--- src/rtl/mmio_seg7_display.sv ---
// Memory-mapped 8-digit seven-segment display controller with DATA/CTRL/FRAME registers.
// Register writes are double-buffered into shadow copies that commit only at frame boundaries.
module mmio_seg7_display #(
    parameter logic [31:0] BASE_ADDR = 32'h1001_4000,
    parameter int          SCAN_DIV  = 100000
) (
    input  logic        clk_in,
    input  logic        reset,
    input  logic        bus_cs,
    input  logic        bus_we,
    input  logic [31:0] bus_addr,
    input  logic [31:0] bus_wdata,
    output logic [31:0] bus_rdata,
    output logic        bus_hit,
    output logic [7:0]  o_seg,
    output logic [7:0]  o_sel,
    output logic        frame_tick
);

    localparam int CNT_W = (SCAN_DIV > 2) ? $clog2(SCAN_DIV) : 1;
    localparam logic [CNT_W-1:0] CNT_MAX = CNT_W'(SCAN_DIV - 1);

    localparam logic [1:0] REG_DATA  = 2'd0;
    localparam logic [1:0] REG_CTRL  = 2'd1;
    localparam logic [1:0] REG_FRAME = 2'd2;

    // Active-low {g,f,e,d,c,b,a} pattern for one hex nibble.
    function automatic logic [6:0] hex_to_seg(input logic [3:0] nib);
        logic [6:0] seg;
        case (nib)
            4'h0:    seg = 7'h40;
            4'h1:    seg = 7'h79;
            4'h2:    seg = 7'h24;
            4'h3:    seg = 7'h30;
            4'h4:    seg = 7'h19;
            4'h5:    seg = 7'h12;
            4'h6:    seg = 7'h02;
            4'h7:    seg = 7'h78;
            4'h8:    seg = 7'h00;
            4'h9:    seg = 7'h10;
            4'hA:    seg = 7'h08;
            4'hB:    seg = 7'h03;
            4'hC:    seg = 7'h46;
            4'hD:    seg = 7'h21;
            4'hE:    seg = 7'h06;
            default: seg = 7'h0E;
        endcase
        return seg;
    endfunction

    logic [31:0]      data_reg;
    logic             ctrl_en;
    logic [7:0]       ctrl_dp;
    logic [31:0]      shown_data;
    logic             shown_en;
    logic [7:0]       shown_dp;
    logic             pending;
    logic [CNT_W-1:0] cnt;
    logic [2:0]       digit;
    logic [15:0]      frame_cnt;

    logic [31:0] offset;
    logic [1:0]  reg_idx;
    logic        wr_data;
    logic        wr_ctrl;
    logic        slot_end;
    logic [3:0]  cur_nib;

    // Address decode: word-aligned offsets 0, 4 and 8 only.
    always_comb begin
        offset  = bus_addr - BASE_ADDR;
        reg_idx = offset[3:2];
        bus_hit = bus_cs && (offset <= 32'd8) && (offset[1:0] == 2'b00);
    end

    assign wr_data = bus_hit && bus_we && (reg_idx == REG_DATA);
    assign wr_ctrl = bus_hit && bus_we && (reg_idx == REG_CTRL);

    always_comb begin
        bus_rdata = 32'h0;
        if (bus_hit && !bus_we) begin
            case (reg_idx)
                REG_DATA:  bus_rdata = data_reg;
                REG_CTRL:  bus_rdata = {16'h0, ctrl_dp, 7'h0, ctrl_en};
                REG_FRAME: bus_rdata = {16'h0, frame_cnt};
                default:   bus_rdata = 32'h0;
            endcase
        end
    end

    assign slot_end   = (cnt == CNT_MAX);
    assign frame_tick = slot_end && (digit == 3'd7);

    // Programmed registers; FRAME writes fall through and do nothing.
    always_ff @(posedge clk_in or negedge reset) begin
        if (!reset) begin
            data_reg <= 32'h0;
            ctrl_en  <= 1'b1;
            ctrl_dp  <= 8'h00;
        end else begin
            if (wr_data) begin
                data_reg <= bus_wdata;
            end
            if (wr_ctrl) begin
                ctrl_en <= bus_wdata[0];
                ctrl_dp <= bus_wdata[15:8];
            end
        end
    end

    // Shadow commit: takes pre-edge register values; a same-edge write stays pending.
    always_ff @(posedge clk_in or negedge reset) begin
        if (!reset) begin
            shown_data <= 32'h0;
            shown_en   <= 1'b1;
            shown_dp   <= 8'h00;
            pending    <= 1'b0;
        end else begin
            if (frame_tick && pending) begin
                shown_data <= data_reg;
                shown_en   <= ctrl_en;
                shown_dp   <= ctrl_dp;
            end
            if (wr_data || wr_ctrl) begin
                pending <= 1'b1;
            end else if (frame_tick) begin
                pending <= 1'b0;
            end
        end
    end

    always_ff @(posedge clk_in or negedge reset) begin
        if (!reset) begin
            cnt       <= '0;
            digit     <= 3'd0;
            frame_cnt <= 16'h0;
        end else begin
            if (slot_end) begin
                cnt   <= '0;
                digit <= digit + 3'd1;
            end else begin
                cnt <= cnt + 1'b1;
            end
            if (frame_tick) begin
                frame_cnt <= frame_cnt + 16'd1;
            end
        end
    end

    assign cur_nib = shown_data[{digit, 2'b00} +: 4];

    always_comb begin
        if (shown_en) begin
            o_sel = ~(8'b1 << digit);
            o_seg = {~shown_dp[digit], hex_to_seg(cur_nib)};
        end else begin
            o_sel = 8'hFF;
            o_seg = 8'hFF;
        end
    end

endmodule

--- config.mk ---
export PLATFORM = sky130hd
export DESIGN_NAME = mmio_seg7_display
export DESIGN_NICKNAME = d
export VERILOG_FILES = /design/src/rtl/mmio_seg7_display.sv
export SDC_FILE = /design/constraint.sdc
export NUM_CORES = 1
export LEC_CHECK = 0
export BUFFER_PORTS_ARGS = -buffer_cell sky130_fd_sc_hd__buf_2
export CORE_MARGIN = 8
export CORE_UTILIZATION = 56
export CTS_CLUSTER_SIZE = 10
export DETAILED_ROUTE_END_ITERATION = 10
export PLACE_DENSITY = 0.83
export SLEW_MARGIN = 30
export SYNTH_ARGS = -nofsm -noshare
export SYNTH_HDL_FRONTEND = slang
export SYNTH_SLANG_ARGS = --single-unit
--- constraint.sdc ---
create_clock -name clk_in -period 3.05 [get_ports clk_in]
set_input_delay 0 -clock clk_in [delete_from_list [all_inputs] [get_ports clk_in]]
set_output_delay 0 -clock clk_in [all_outputs]
set_load 0.05 [all_outputs]
==> results.md, run 1 <==
• outcome: completed
• final number of max-transition violations: 0
• post-synth cell types: 43
• fraction of registers with async set/reset: 100%
• worst hold path type: primary input to flip-flop
• Setup Crit Path Kind: flip-flop to primary output
• Antenna Violating Nets Remaining: 0
• total number of placement rows: 38
• worst setup path endpoint: o_seg[5]
• placer congestion estimate: 0.931
• #FFs+latches synth: 119
• Via-to-Cell Ratio: 5.92
• Reg-to-Reg End: shown_dp[5]$_DFFE_PN0P_
• reg2reg start: digit[0]$_DFFE_PN0N_
• deepest level of the CTS H-tree: 4
• Synth Net Count: 571
• worst-case clock buffer depth: 2
• layout overhead on the synthesized area: 29.0%
• Static Leak: 0.00393 uW
• cell with the biggest individual delay on the critical path: mux4_2
• via count of the first global-routing pass: 4,962
• initial standard-cell utilization of the core: 56.8%
• R2R Setup Slk: 0.72 ns
• max-cap viol count: 0
• met3 Track Usage GR: 5.97%
• proportion of layout cells with a drive suffix above 1: 40.6%
• Required @ worst endpoint: 3.05 ns
• worst-case headroom to the max-slew limit: 47.3%
• post-synthesis instance area: 6110 um2
• type of element launching the critical path: flip-flop
• Clock Skew: 0.00654 ns
• Max Clock Freq: 341 MHz
• CTS sink count: 119
• endpoint type of the worst setup path: primary output
• area share of the leading cell type in the synthesized netlist: 48.0%
• length of the first detailed-routing pass in iterations: 5
• Post-synth EDFFs: 0
• total number of vias: 4,744
• number of nets in the layout: 731
• Min Clock Period, post-route: 2.93 ns
• TritonCTS buffer count: 17
• data arrival time of the worst path: 2.93 ns
• total number of cells along the worst setup path: 8
• global-route wire length before repair: 27,200 um
• post-route cell area: 7880 um2
• number of inserted filler cells in the final layout: 653
• placeable core area: 10,700 um2
• worst min-delay path startpoint: bus_addr[25]
• met1 routing resource usage after global routing: 28.8%
• flip-flop cell with the highest count after synthesis: dfrtp_1
• post-DP HPWL: 10,900 um
• layer with the highest usage after global routing: met2
• total design power: 3840 uW
• combined buffer and inverter count along the critical path: 2
• warnings from Yosys: 0
• proportion of synthesized chip area in sequential cells: 48.8%
• Total Wirelength: 17,500 um
• synthesized instance count: 489
• number of hold violations in the final report: 0
• cell depth of the worst flop-to-flop path: 8
• power density cells: 488 nW/um2
• area of the die: 14,500 um2
• DRC errors left: 0
• most frequent cells after synthesis: 117 x dfrtp_1, 54 x mux2_2, 36 x nor2_1
• Cell Area, Placed: 6850 um2
• maximum resistive drop on vdd: 267 uV
• cells along the critical path: mux4_2, mux2_2, inv_1, ha_1, and2_1, a21oi_1, o221ai_1, buf_4
• antenna violations before repair: 0
• total global routing track utilization: 24.0%
• Setup violations, final: 0
• Final Cycle Share: 96.2%
• final cell count without fillers: 802
• CTS Root Cell: clkbuf_8
• worst-case hold slack: 0.0467 ns
• Worst path max stage delay: 0.52 ns
• largest delay contributor family on the critical path: multiplexers
• count leader, synth: dfrtp_1
• DR iter-0 viols: 398
• grt total ovfl: 0
• sequential cell area: 2980 um2
• launching element of the worst setup path: digit[0]$_DFFE_PN0N_
• insertion delay to the later sink of the worst-skew pair: 0.53 ns
• Buffers on Ports: 117
• maximum number of pins on one net before global-route repair: 76
• critical-path maximum fanout: 6
• average wire length per cell after detail routing: 21.8 um
• I/O pin cnt: 118
• met2 routing resource usage after global routing: 40.6%
• cell type with the largest total area after synthesis: dfrtp_1
• Post-Syn Area per Cell: 12.5 um2
• Cell Count Post-Placement: 733
• combined area of the multi-input logic cells: 3000 um2
• synth top area cells: dfrtp_1 48%, mux2_2 10%, mux2_4 7.4%
• clock transition time at the flip-flop clock pins of the worst setup and hold paths: 0.06 ns
• Antenna diodes: 0
• die extent in x: 120 um
• Slew @ Worst Pin: 0.783 ns
• clock tree from TritonCTS: yes
• height of the chip: 120 um
-- through the flow --
step                TNS [ns]  setup WS (ns)  utilization, %
floorplan             -0.196         -0.196               -
global placement           0          0.546            63.7
detailed placement         0          0.401            63.7
CTS                        0        0.00829            72.7
global route         -0.0206        -0.0114            73.3
finish                     0          0.116            73.3
-- cell usage in the layout (no fill, tap or decap), types with 18 or more instances in the layout --
master	instances
dlygate4sd3_1	34
nor2_1	36
xnor2_1	25
nand2_1	23
nand3_1	20
buf_2	113
mux2_4	31
and2_1	19
mux2_2	53
mux2i_1	18
dfrtp_1	115
-- worst min-delay path, cell delays in order --
cell and delay (ns):
buf_2 0.07, o41a_2 0.19, nor4_4 0.07, nand2_1 0.07, o21ai_0 0.10
-- area by class of cell --
cell class / instances / area share (%)
timing repair buffer: 163 / 13.4
clock buffer: 24 / 6.10
tap: 140 / 2.22
sequential: 119 / 37.9
inverter: 10 / 0.524
clock inverter: 8 / 1.81
multi-input combinational: 338 / 38.1
-- where the power goes --
part / leakage [uW] / internal, uW / switching, uW
combinational: 0.00199 / 72.4 / 77.6
sequential: 0.00163 / 1580 / 0.00000323
clock: 0.000305 / 1410 / 702
-- worst min-delay path by stage --
stage	end	slack, ns	cells past startpoint
final	pending$_DFFE_PN0P_	0.05	5
after global routing	pending$_DFFE_PN0P_	0.03	5
after CTS	pending$_DFFE_PN0P_	0.01	5
after detailed placement	shown_data[21]$_DFFE_PN0P_	0.20	1
after global placement	data_reg[23]$_DFFE_PN0P_	0.18	1
after floorplan	cnt[0]$_DFF_PN0_	-0.30	0
-- logic make-up (layout without fill, tap and decap cells) --
logic type                 Yosys count  count (layout)  synth area share [%]
muxes                              116             116                  24.7
buffers and inverters               32             205                  2.64
AOI/OAI and AO/OA                   28              28                  2.89
and+or+nand+nor                    149             149                  13.7
adders and majority gates           14              14                  2.87
xor gates and xnor gates            31              31                  4.45
DFF                                119             119                  48.8
-- repair_timing --
| action | CTS | global route |
|---|---|---|
| hold buffers | 34 | 0 |
| hold endpoints to repair | 116 | 0 |
| setup buffers | 0 | 3 |
| setup endpoints to repair | 7 | 6 |
| resized for setup | 2 | 14 |
| cloned | 0 | 0 |
-- layer usage --
| metal | routed length (um) | vias up |
|---|---|---|
| met5 | 0 | - |
| met3 | 1150 | 36 |
| li1 | - | 2071 |
| met2 | 8810 | 205 |
| met1 | 7100 | 2432 |
| met4 | 461 | 0 |
Note: power is estimated with default switching activity, not from simulation.
==> inputs of run 2 (changes only) <==
BUFFER_PORTS_ARGS = -buffer_cell sky130_fd_sc_hd__buf_4   (was -buffer_cell sky130_fd_sc_hd__buf_2)
MAX_ROUTING_LAYER = met4   (was default)
==> results.md, run 2 (synthesis gave the netlist of run 1 again) <==
• endpoint type of the worst setup path: primary output
• total number of vias: 4,669
• Max Clock Freq: 340 MHz
• Cell Count Post-Placement: 735
• R2R Setup Slk: 0.70 ns
• CTS sink count: 119
• number of nets in the layout: 737
• height of the chip: 120 um
• commonest cells after routing, fill and taps aside: 132 x buf_4, 116 x dfrtp_1, 54 x mux2_2
• worst-case headroom to the max-slew limit: 44.6%
• final cell count without fillers: 808
• maximum number of pins on one net before global-route repair: 64
• DR iter-0 viols: 329
• total number of placement rows: 38
• cells along the critical path: buf_4, mux4_2, mux2i_1, inv_1, ha_1, and2_1, o21ai_0, o311ai_1, buf_4
• total global routing track utilization: 25.1%
• crit-path most repeated cell: buf_4
• Antenna diodes: 0
• TritonCTS buffer count: 17
• initial standard-cell utilization of the core: 56.8%
• largest delay contributor family on the critical path: multiplexers
• Slew @ Worst Pin: 0.832 ns
• Cell Area, Placed: 7150 um2
• clock tree from TritonCTS: yes
• placeable core area: 10,700 um2
• via count of the first global-routing pass: 4,949
• grt total ovfl: 0
• placer congestion estimate: 0.944
• post-route cell area: 8160 um2
• Min Clock Period, post-route: 2.94 ns
• Clock Skew: 0.0121 ns
• commonest non-fill, non-tap cell in the layout: buf_4
• outcome: completed
• Setup Crit Path Kind: flip-flop to primary output
• deepest level of the CTS H-tree: 4
• cell depth of the worst flop-to-flop path: 6
• CTS Root Cell: clkbuf_8
• Buffers on Ports: 117
• Final Cycle Share: 96.4%
• total number of cells along the worst setup path: 9
• Setup violations, final: 0
• average wire length per cell after detail routing: 21.6 um
• type of element launching the critical path: flip-flop
• data arrival time of the worst path: 2.94 ns
• worst setup path endpoint: o_seg[4]
• antenna violations before repair: 0
• combined buffer and inverter count along the critical path: 3
• Required @ worst endpoint: 3.05 ns
• insertion delay to the later sink of the worst-skew pair: 0.53 ns
• launching element of the worst setup path: digit[0]$_DFFE_PN0N_
• global-route wire length before repair: 27,400 um
• layout overhead on the synthesized area: 33.6%
• Worst path max stage delay: 0.52 ns
• DRC errors left: 0
• maximum resistive drop on vdd: 564 uV
• proportion of layout cells with a drive suffix above 1: 40.7%
• I/O pin cnt: 118
• worst-case clock buffer depth: 2
• power density cells: 468 nW/um2
• final number of max-transition violations: 0
• crit path setup slack, layout: 0.110 ns
• length of the first detailed-routing pass in iterations: 5
• number of hold violations in the final report: 0
• Reg-to-Reg End: shown_dp[4]$_DFFE_PN0P_
• worst hold path type: primary input to flip-flop
• worst setup slack after placement: 0.500 ns
• clock transition time at the flip-flop clock pins of the worst setup and hold paths: 0.05 ns
• reg2reg start: cnt[5]$_DFF_PN0_
• Antenna Violating Nets Remaining: 0
• critical-path maximum fanout: 5
• Via-to-Cell Ratio: 5.78
• RSZ-0062 raised after global routing: no
• area of the die: 14,500 um2
• post-DP HPWL: 11,000 um
• max-cap viol count: 0
• Total Wirelength: 17,400 um
• worst-case hold slack: 0.0223 ns
• cell with the biggest individual delay on the critical path: mux4_2
• die extent in x: 120 um
• Static Leak: 0.00403 uW
==> run 2: cell types whose count changed in the layout (fill, tap and decap cells not counted), sizes merged <==
cell	before	now
clkinvlp	2	3
bufinv	4	3
buf	128	135
clkinv	3	2
==> run 2: area by class of cell <==
cell class              count  area (um2)
well taps                 140         175
repair buffers            169        1380
clock buffers              25         494
flip-flops and latches    119        2980
inverters                  10        41.3
fillers                   613        2590
multi-input cells         338        2970
clock inverters             7         115
==> run 2: routing by layer <==
| metal | share of wire, % | wire length [um] | vias to the layer above | global-route usage, % |
|---|---|---|---|---|
| li1 | - | - | 2078 | - |
| met1 | 39 | 6840 | 2353 | 28.5 |
| met2 | 51 | 8860 | 195 | 41.4 |
| met3 | 6.4 | 1110 | 43 | 6.29 |
| met4 | 3.6 | 622 | 0 | 11.0 |
| met5 | 0 | 0 | - | - |
==> run 2: power by group <==
group          switching (uW)  leakage (uW)  internal (uW)
clock                     712      0.000294           1350
combinational            79.6       0.00210           95.3
sequential         0.00000341       0.00163           1580
total                     791       0.00403           3030
==> run 2: stage by stage <==
step	utilization, %	power, uW	setup TNS (ns)
floorplan	-	1630	-0.196
global placement	66.5	1740	0
detailed placement	66.5	1750	0
CTS	75.4	3810	0
global route	75.9	3920	0
finish	75.9	3820	0
==> run 2: worst min-delay path by stage <==
stage / from / to / slack [ns] / cells after the start
2_1_floorplan: reset / cnt[0]$_DFF_PN0_ / -0.30 / 0
3_3_place_gp: reset / data_reg[21]$_DFFE_PN0P_ / 0.12 / 1
3_5_place_dp: reset / data_reg[21]$_DFFE_PN0P_ / 0.13 / 1
4_1_cts: bus_addr[25] / pending$_DFFE_PN0P_ / 0.008 / 5
5_1_grt: bus_addr[25] / pending$_DFFE_PN0P_ / 0.04 / 5
6_report: bus_addr[25] / pending$_DFFE_PN0P_ / 0.02 / 5
==> run 2: worst reg2reg max path: cells and delay by family (launching register included) <==
kind                   cells  cell delay [ns]
buffers and inverters      1             0.27
and+or+nand+nor            4             1.19
DFF                        1             0.44
muxes                      1             0.33
==> run 2: what timing repair did <==
action | in CTS | in global routing
endpoints found under the setup margin | 4 | 5
pin swaps | 0 | 0
endpoints found under the hold margin | 103 | 0
resized for setup | 1 | 2
setup buffers | 0 | 7
cloned | 0 | 0
hold buffers | 34 | 0
==> inputs of run 3 (changes only) <==
PLACE_DENSITY = 0.81   (was 0.83)
==> results.md, run 3 (synthesis gave the netlist of run 1 again) <==
• outcome: completed
• Required @ worst endpoint: 3.05 ns
• total number of vias: 4,536
• commonest non-fill, non-tap cell in the layout: buf_4
• I/O pin cnt: 118
• data arrival time of the worst path: 2.88 ns
• post-route setup TNS: 0 ns
• length of the first detailed-routing pass in iterations: 4
• endpoint type of the worst setup path: primary output
• max-cap viol count: 0
• critical-path maximum fanout: 8
• Worst path max stage delay: 0.52 ns
• global-route wire length before repair: 26,200 um
• via count of the first global-routing pass: 4,791
• reg2reg start: digit[0]$_DFFE_PN0N_
• R2R Setup Slk: 0.69 ns
• final cell count without fillers: 806
• die extent in x: 120 um
• largest delay contributor family on the critical path: multiplexers
• part of the power in registers: 41.8%
• clock tree from TritonCTS: yes
• worst-case hold slack: 0.0553 ns
• height of the chip: 120 um
• worst setup slack after placement: 0.467 ns
• final number of max-transition violations: 0
• worst-case clock buffer depth: 2
• type of element launching the critical path: flip-flop
• worst hold path type: primary input to async pin
• Total Wirelength: 16,400 um
• share of power burned in the clock network: 53.6%
• deepest level of the CTS H-tree: 4
• Static Leak: 0.00400 uW
• total number of placement rows: 38
• Slew @ Worst Pin: 0.821 ns
• CTS Root Cell: clkbuf_8
• number of nets in the layout: 734
• combined buffer and inverter count along the critical path: 2
• total global routing track utilization: 23.9%
• commonest cells after routing, fill and taps aside: 129 x buf_4, 115 x dfrtp_1, 54 x mux2_2
• maximum resistive drop on vdd: 341 uV
• insertion delay to the later sink of the worst-skew pair: 0.52 ns
• Buffers on Ports: 117
• average wire length per cell after detail routing: 20.3 um
• RSZ-0062 raised after global routing: no
• layout overhead on the synthesized area: 33.0%
• utilization after layout: 75.5%
• worst-case headroom to the max-slew limit: 44.7%
• Min Clock Period, post-route: 2.88 ns
• proportion of layout cells with a drive suffix above 1: 40.0%
• placeable core area: 10,700 um2
• number of hold violations in the final report: 0
• cell depth of the worst flop-to-flop path: 8
• cells along the critical path: mux4_2, mux2_2, inv_1, ha_2, and2_1, o21ai_0, o311ai_1, buf_4
• Final Cycle Share: 94.5%
• maximum number of pins on one net before global-route repair: 72
• Reg-to-Reg End: shown_data[13]$_DFFE_PN0P_
• Cell Count Post-Placement: 734
• crit path setup slack, layout: 0.168 ns
• NetSw: 764 uW
• Via-to-Cell Ratio: 5.63
• Max Clock Freq: 347 MHz
• internal power: 3020 uW
• DR iter-0 viols: 396
• antenna violations before repair: 1
• Setup Crit Path Kind: flip-flop to primary output
• combinational fraction of design power: 4.6%
• Setup violations, final: 0
• DRC errors left: 0
• grt total ovfl: 0
• initial standard-cell utilization of the core: 56.8%
• area of the die: 14,500 um2
• Clock Skew: 0.00874 ns
• clock transition time at the flip-flop clock pins of the worst setup and hold paths: 0.06 ns
• post-DP HPWL: 10,900 um
• Switching Fraction: 20.2%
• TritonCTS buffer count: 17
• CTS sink count: 119
• cell with the biggest individual delay on the critical path: mux4_2
• Antenna Violating Nets Remaining: 0
• placer congestion estimate: 0.896
• power density cells: 466 nW/um2
[run 3: cell count changes in the layout (fill, tap and decap cells not counted), sizes merged]
cell	previous run	this run
diode	0	1
dlygate4sd3	34	35
clkinv	2	6
buf	135	131
clkinvlp	3	0
bufinv	3	4
clkbuf	25	23
[run 3: repair_timing]
item | in CTS | in global routing
hold buffers | 35 | 0
endpoints found under the setup margin | 4 | 4
setup buffers | 0 | 4
resized for setup | 1 | 2
hold endpoints to repair | 110 | 0
[run 3: cell type report]
cell class / count / area, um2
diodes: 1 / 2.50
clock buffers: 23 / 447
clock inverters: 9 / 149
fillers: 656 / 2630
inverters: 10 / 37.5
multi-input cells: 338 / 2970
flip-flops and latches: 119 / 2980
well taps: 140 / 175
repair buffers: 166 / 1350
[run 3: stage by stage]
step / cell area, um2 / total power (uW)
5_1_grt: 8120 / 3900
4_1_cts: 8080 / 3800
3_5_place_dp: 7130 / 1740
6_report: 8120 / 3780
3_3_place_gp: 7130 / 1740
2_1_floorplan: 6110 / 1630
[run 3: how the worst max path moves through the flow]
stage / startpoint / to / slack (ns) / depth (start not counted)
detailed placement: digit[0]$_DFFE_PN0N_ / o_seg[4] / 0.47 / 9
floorplan: digit[0]$_DFFE_PN0N_ / o_seg[2] / -0.20 / 6
global placement: digit[0]$_DFFE_PN0N_ / o_seg[0] / 0.58 / 7
finish: digit[0]$_DFFE_PN0N_ / o_seg[4] / 0.17 / 8
CTS: digit[0]$_DFFE_PN0N_ / o_seg[4] / 0.08 / 9
global route: digit[0]$_DFFE_PN0N_ / o_seg[4] / 0.01 / 8
[run 3: power by group through the flow]
stage                     clock (uW)  sequential (uW)  combinational, uW
after floorplan                    0             1610               25.9
after global placement             0             1610                134
after detailed placement           0             1610                137
after CTS                       2040             1580                174
after global routing            2130             1580                190
final                           2030             1580                175
[run 3: metal layers]
metal	global-route usage, %	share of wire (%)
met1	29.5	41
met2	37.0	50
met3	7.13	7.2
met4	7.81	1.6
met5	-	0
